===== config.mk =====
export PLATFORM = sky130hd
export DESIGN_NAME = fp_mul_seq
export DESIGN_NICKNAME = d
export VERILOG_FILES = /design/src/rtl/fp_mul_seq.sv
export SDC_FILE = /design/constraint.sdc
export NUM_CORES = 1
export LEC_CHECK = 0
export ABC_AREA = 1
export BUFFER_PORTS_ARGS = -buffer_cell sky130_fd_sc_hd__clkbuf_2
export CORE_UTILIZATION = 55
export CTS_BUF_LIST = sky130_fd_sc_hd__clkbuf_4 sky130_fd_sc_hd__clkbuf_8
export CTS_CLUSTER_DIAMETER = 40
export DETAILED_ROUTE_END_ITERATION = 8
export PLACE_DENSITY = 0.7
export SYNTH_ARGS = -nofsm -noshare
export SYNTH_HDL_FRONTEND = slang
export SYNTH_SLANG_ARGS = --single-unit

===== constraint.sdc =====
create_clock -name CLOCK -period 16.7 [get_ports CLOCK]
set_input_delay 0 -clock CLOCK [delete_from_list [all_inputs] [get_ports CLOCK]]
set_output_delay 0 -clock CLOCK [all_outputs]
set_load 0.05 [all_outputs]

===== src/rtl/fp_mul_seq.sv =====
// fp_mul_seq -- sequential IEEE-754 single-precision multiplier (AxB = InputA * InputB).
//
// The mantissa product is built by a radix-2^BITS_PER_CYCLE shift-add loop,
// taking N = 24/BITS_PER_CYCLE cycles. One further cycle normalises, rounds and
// packs the result. Special operands (NaN, Inf, zero) are resolved on the edge
// that accepts START. The exception encoding matches the fpdiv divider.
//
// Optional feature macro: FPMUL_ROUND_NEAREST_EN
//   defined   : round-to-nearest-even using guard/round/sticky bits
//   undefined : truncation (round toward zero)
//
// Ports
//   CLOCK      in   1   clock, all state on posedge
//   RESET      in   1   asynchronous active-low reset
//   START      in   1   request; accepted only in IDLE or FIN
//   InputA     in   32  operand A, captured on accepted START
//   InputB     in   32  operand B, captured on accepted START
//   AxB        out  32  result, valid while DONE=1
//   DONE       out  1   result/exception valid
//   BUSY       out  1   multiply or normalise in progress
//   EXCEPTION  out  2   00 none, 01 underflow, 10 overflow, 11 invalid/special
module fp_mul_seq #(
    parameter int BITS_PER_CYCLE = 1
) (
    input  logic        CLOCK,
    input  logic        RESET,
    input  logic        START,
    input  logic [31:0] InputA,
    input  logic [31:0] InputB,
    output logic [31:0] AxB,
    output logic        DONE,
    output logic        BUSY,
    output logic [1:0]  EXCEPTION
);

    localparam int BPC = BITS_PER_CYCLE;
    localparam int N   = 24 / BITS_PER_CYCLE;

    typedef enum logic [1:0] {IDLE, MUL, NORM, FIN} state_t;

    state_t       state, state_next;
    logic         armed;
    logic         accept;
    logic [47:0]  accum;
    logic [47:0]  mcand;
    logic [23:0]  mplier;
    logic [4:0]   count;
    logic         sign;
    logic [7:0]   eff_a, eff_b;

    // Operand decode for the special-case check done on the accepting edge.
    logic [7:0]  exp_a, exp_b;
    logic [22:0] frac_a, frac_b;
    logic        sign_in, nan_a, nan_b, inf_a, inf_b, zero_a, zero_b;
    logic        is_special;
    logic [31:0] spec_res;
    logic [1:0]  spec_exc;

    assign exp_a   = InputA[30:23];
    assign exp_b   = InputB[30:23];
    assign frac_a  = InputA[22:0];
    assign frac_b  = InputB[22:0];
    assign sign_in = InputA[31] ^ InputB[31];
    assign nan_a   = (exp_a == 8'hFF) && (frac_a != 23'd0);
    assign nan_b   = (exp_b == 8'hFF) && (frac_b != 23'd0);
    assign inf_a   = (exp_a == 8'hFF) && (frac_a == 23'd0);
    assign inf_b   = (exp_b == 8'hFF) && (frac_b == 23'd0);
    assign zero_a  = (exp_a == 8'h00) && (frac_a == 23'd0);
    assign zero_b  = (exp_b == 8'h00) && (frac_b == 23'd0);

    always_comb begin
        is_special = 1'b1;
        spec_res   = 32'd0;
        spec_exc   = 2'b00;
        if (nan_a || nan_b || (inf_a && zero_b) || (zero_a && inf_b)) begin
            spec_res = {sign_in, 31'h7FFFFFFF};
            spec_exc = 2'b11;
        end else if (inf_a || inf_b) begin
            spec_res = {sign_in, 8'hFF, 23'd0};
            spec_exc = 2'b11;
        end else if (zero_a || zero_b) begin
            spec_res = {sign_in, 31'd0};
            spec_exc = 2'b00;
        end else begin
            is_special = 1'b0;
        end
    end

    // State register.
    always_ff @(posedge CLOCK or negedge RESET) begin
        if (!RESET) state <= IDLE;
        else        state <= state_next;
    end

    // Next state. "armed" blocks a START that coincides with reset release.
    always_comb begin
        state_next = state;
        accept     = 1'b0;
        case (state)
            IDLE, FIN: begin
                if (START && armed) begin
                    accept     = 1'b1;
                    state_next = is_special ? FIN : MUL;
                end
            end
            MUL:     if (count == 5'(N - 1)) state_next = NORM;
            NORM:    state_next = FIN;
            default: state_next = IDLE;
        endcase
    end

    // Normalise, round and pack the accumulated 48-bit product.
    logic [47:0]       p;
    logic signed [9:0] e, lim, sh, amt;
    logic [5:0]        lz;
    logic [7:0]        exp_field;
    logic [30:0]       mag, mag_r;
    logic              ovf;
    logic [31:0]       norm_res;
    logic [1:0]        norm_exc;
`ifdef FPMUL_ROUND_NEAREST_EN
    logic              sticky, guard_bit, round_bit, round_up;
`endif

    always_comb begin
        p         = accum;
        e         = $signed({2'b00, eff_a}) + $signed({2'b00, eff_b}) - 10'sd127;
        lz        = 6'd47;
        lim       = 10'sd0;
        sh        = 10'sd0;
        amt       = 10'sd0;
        exp_field = 8'd0;
        norm_res  = 32'd0;
        norm_exc  = 2'b00;
`ifdef FPMUL_ROUND_NEAREST_EN
        sticky    = 1'b0;
        guard_bit = 1'b0;
        round_bit = 1'b0;
        round_up  = 1'b0;
`endif
        if (p[47]) begin
`ifdef FPMUL_ROUND_NEAREST_EN
            sticky = p[0];
`endif
            p = p >> 1;
            e = e + 10'sd1;
        end else if (e > 10'sd1) begin
            // Subnormal operands: shift up to the hidden-bit position, but
            // never let the exponent drop below 1.
            for (int i = 0; i <= 46; i++) begin
                if (p[i]) lz = 6'(46 - i);
            end
            lim = e - 10'sd1;
            sh  = ($signed({4'b0000, lz}) < lim) ? $signed({4'b0000, lz}) : lim;
            p   = p << sh[5:0];
            e   = e - sh;
        end

        ovf = (e >= 10'sd255);

        // Results below the normal range are denormalised by (1-e).
        if (e <= 10'sd0) begin
            amt = 10'sd1 - e;
            if (amt >= 10'sd48) begin
`ifdef FPMUL_ROUND_NEAREST_EN
                sticky = sticky | (|p);
`endif
                p = 48'd0;
            end else begin
`ifdef FPMUL_ROUND_NEAREST_EN
                sticky = sticky | (|(p & ~({48{1'b1}} << amt[5:0])));
`endif
                p = p >> amt[5:0];
            end
        end

        // A clear hidden bit means the result is subnormal: exponent field 0.
        exp_field = p[46] ? e[7:0] : 8'd0;
        mag       = {exp_field, p[45:23]};
`ifdef FPMUL_ROUND_NEAREST_EN
        guard_bit = p[22];
        round_bit = p[21];
        sticky    = sticky | (|p[20:0]);
        round_up  = guard_bit & (round_bit | sticky | p[23]);
        mag_r     = mag + {30'd0, round_up};
`else
        mag_r     = mag;
`endif
        // Rounding carry can push the exponent field to all-ones.
        if (ovf || (mag_r[30:23] == 8'hFF)) begin
            norm_res = {sign, 8'hFF, 23'd0};
            norm_exc = 2'b10;
        end else if (mag_r == 31'd0) begin
            norm_res = {sign, 31'd0};
            norm_exc = 2'b01;
        end else begin
            norm_res = {sign, mag_r};
            norm_exc = 2'b00;
        end
    end

    // Datapath and registered outputs.
    logic [47:0] digit;
    assign digit = {{(48 - BPC){1'b0}}, mplier[BPC-1:0]};

    always_ff @(posedge CLOCK or negedge RESET) begin
        if (!RESET) begin
            armed     <= 1'b0;
            accum     <= 48'd0;
            mcand     <= 48'd0;
            mplier    <= 24'd0;
            count     <= 5'd0;
            sign      <= 1'b0;
            eff_a     <= 8'd0;
            eff_b     <= 8'd0;
            AxB       <= 32'd0;
            DONE      <= 1'b0;
            BUSY      <= 1'b0;
            EXCEPTION <= 2'b00;
        end else begin
            armed <= 1'b1;
            if (accept) begin
                sign   <= sign_in;
                eff_a  <= (exp_a == 8'd0) ? 8'd1 : exp_a;
                eff_b  <= (exp_b == 8'd0) ? 8'd1 : exp_b;
                mcand  <= {24'd0, (exp_a != 8'd0), frac_a};
                mplier <= {(exp_b != 8'd0), frac_b};
                accum  <= 48'd0;
                count  <= 5'd0;
                if (is_special) begin
                    AxB       <= spec_res;
                    EXCEPTION <= spec_exc;
                    DONE      <= 1'b1;
                    BUSY      <= 1'b0;
                end else begin
                    DONE <= 1'b0;
                    BUSY <= 1'b1;
                end
            end else if (state == MUL) begin
                // Multiplier consumed LSB first; multiplicand tracks its weight.
                accum  <= accum + mcand * digit;
                mcand  <= mcand << BPC;
                mplier <= mplier >> BPC;
                count  <= count + 5'd1;
            end else if (state == NORM) begin
                AxB       <= norm_res;
                EXCEPTION <= norm_exc;
                DONE      <= 1'b1;
                BUSY      <= 1'b0;
            end
        end
    end

endmodule


==> results_dict.tcl <==
set metrics [dict create \
    status "finished with violations" \
    failed_checks "design-rule violations" \
    end_kind "flop" \
    grt_usage 0.388 \
    grt_max_degree 109 \
    utilization 0.616 \
    drv_cap 0 \
    ys_ff_latch 181 \
    cts-root-buf "clkbuf_8" \
    boundaryPins 103 \
    core_area_mm2 0.0307 \
    cp.required_ps 17090 \
    fin_nets 3078 \
    syn_avg_cell_area_um2 6.07 \
    hpwl_um 44700 \
    postCtsSetupBuffers 0 \
    antenna_found_initial 0 \
    numCtsBuffers 17 \
    cts.path.max_buffers 2 \
    area_growth_pct 9.84 \
    ant_nets 0 \
    routed_wl_um 61800 \
    ys_seq_area_frac 0.263 \
    synthCells 2843 \
    path_class "flop to flop" \
    fin_crit_sh 0.543 \
    routedWlPerCell_um 18.5 \
    numPortBuffers 102 \
    ys_warn_count 0 \
    dr.first_iter.drc_count 2410 \
    start_kind "flop" \
    maxSlewHeadroom 0.340 \
    hp-class "primary input to asynchronous set/reset pin" \
    worst_skew_pair.late_latency_ps 510 \
    worstMarginPinSlew_ps 990 \
    drt-pass1-iter-count 9 \
    clock_skew_ps 19.3 \
    grt_pass1_wl_um 96700 \
    final_max_slew_viol_count 0 \
    placed_cell_area_mm2 0.0179 \
    fin_setup_tns_ps 0 \
    grt_pass1_vias 18300 \
    finalHoldViolations 0 \
    gp_congestion 1.01 \
    yosysUniqueCellTypes 52 \
    stdcell_area_mm2 0.0189 \
    setup_violations 0 \
    crit_arrival_ps 9460 \
    initial_core_util 0.561 \
    fin_crit_ps 9070 \
    die_h_um 179 \
    pre_cts_ws_ps 7770 \
    fmax_mhz 110 \
    cp_max_fo 29 \
    vias_per_cell 6.02 \
    cp_slowest_stage_delay_ps 720 \
    drc_errors 2 \
    drive_gt1_frac 0.0664 \
    antenna_cells 0 \
    die_w_um 179 \
    rows 64 \
    die_area_mm2 0.0321 \
    syn_nets 2996 \
    overflow 0 \
    cts_tree "done" \
    vias 20100 \
    cts_max_level 4 \
    synth_area_mm2 0.0172 \
    clock-sinks 181 \
    clkTransAtPathRegs_ps 100 \
    cp_slowest_cell "clkinv_1" \
    critPathMostFrequentCell "nand2_1" \
    setup_slack_ps 7630 \
    rsz0062_at_grt "no" \
]
cells in the final DEF, fill, tap and decap left out, types with 12 or more instances in the layout:
cell type,n
inv_1,339
dfrtp_1,181
nor2_1,211
o211ai_1,15
buf_4,24
o21ai_1,12
nand3_1,510
clkbuf_2,101
nor3_1,16
inv_2,14
nand2_1,876
o22ai_1,60
nand4_1,23
dlygate4sd3_1,66
xor2_1,13
o21ai_0,93
clkbuf_8,20
nor4_1,14
ha_1,83
a21oi_1,121
o221ai_1,35
metrics by stage:
step           std cells  hold WS (ps)
2_1_floorplan       2843          -296
4_1_cts             3334           189
5_1_grt             3334           260
6_report            3334           148
3_5_place_dp        3236           181
3_3_place_gp        3236           184
cell usage after synthesis (all sizes together):
library cell	n	area (µm²)
nand2	885	3340
nand3	513	2580
inv	355	1330
nor2	215	820
dfrtp	181	4530
a21oi	121	606
o21ai	110	566
ha	83	1040
clkbuf	68	255
buf	61	358
o22ai	60	375
o221ai	35	307
nand4	23	144
nor3	16	80.1
o211ai	15	113
nor4	14	87.6
xor2	13	114
o311ai	8	70.1
a31oi	7	43.8
xnor2	7	61.3
o21bai	6	45.0
o32ai	6	52.6
clkinv	5	18.8
o31ai	5	37.5
a211oi	4	30.0
o21a	4	30.0
a21o	3	22.5
and2	3	18.8
fa	3	60.1
a21boi	2	15.0
a22o	2	17.5
a22oi	2	15.0
nand3b	2	15.0
a41oi	1	8.76
conb	1	3.75
mux2	1	11.3
nor3b	1	7.51
or2	1	6.26
or4	1	7.51
cell families after synthesis:
| logic type | after synthesis | share of synthesized area |
|---|---|---|
| compound gates | 391 | 0.136 |
| xor+xnor | 20 | 0.0102 |
| fa+ha+maj | 86 | 0.0637 |
| buf+inv | 489 | 0.114 |
| flops | 181 | 0.263 |
| mux | 1 | 0.000653 |
| other cells | 1 | 0.000217 |
| simple gates | 1674 | 0.412 |
critical path, delay by kind of cell, from the launching register on:
| kind | cells | cell delay, ps |
|---|---|---|
| AND/OR/NAND/NOR | 29 | 3360 |
| adder cells (fa/ha/maj) | 5 | 1780 |
| flip-flops | 1 | 400 |
| AO/OA/AOI/OAI | 6 | 1110 |
| XOR/XNOR | 1 | 360 |
| buffers and inverters | 11 | 1930 |
registers in the layout (all words and copies together), names as in the netlist, 2 cells and up:
| signal | flops |
|---|---|
| accum | 48 |
| state | 2 |
| AxB | 32 |
| EXCEPTION | 2 |
| count | 5 |
| eff_a | 8 |
| mcand | 48 |
| eff_b | 8 |
| mplier | 24 |
path summary, 6_finish.rpt:
path,startpoint,end,slack (ps),depth (start not counted)
min reg2reg,DONE,DONE,490,2
max,eff_a[3],EXCEPTION[0],7630,52
min in group CLOCK,InputA[20],mcand[20],280,4
max reg2reg,eff_a[3],EXCEPTION[0],7630,52
max in group asynchronous,RESET,mcand[35],14950,3
min,RESET,accum[4],150,2
routing by layer:
| metal | share of wire | global-route usage | vias up |
|---|---|---|---|
| met3 | 0.10 | 0.0863 | 113 |
| li1 | - | - | 9582 |
| met2 | 0.44 | 0.605 | 1045 |
| met5 | 0 | 0 | - |
| met1 | 0.43 | 0.536 | 9316 |
| met4 | 0.025 | 0.111 | 0 |
what timing repair did:
item	CTS	global route
endpoints found under the hold margin	172	0
endpoints found under the setup margin	0	0
resized for setup	0	0
hold buffers	66	0
area by class of cell:
class                   instances  area, µm²
clock buffers                  20        269
clock inverters                12        143
fillers                      2988      11800
inverters                     360       1350
multi-input cells            2173      10800
flip-flops and latches        181       4530
well taps                     396        495
repair buffers                192       1360
Power is not shown: default switching activity piles up to over one toggle a cycle in this logic, so the estimate is an artifact.
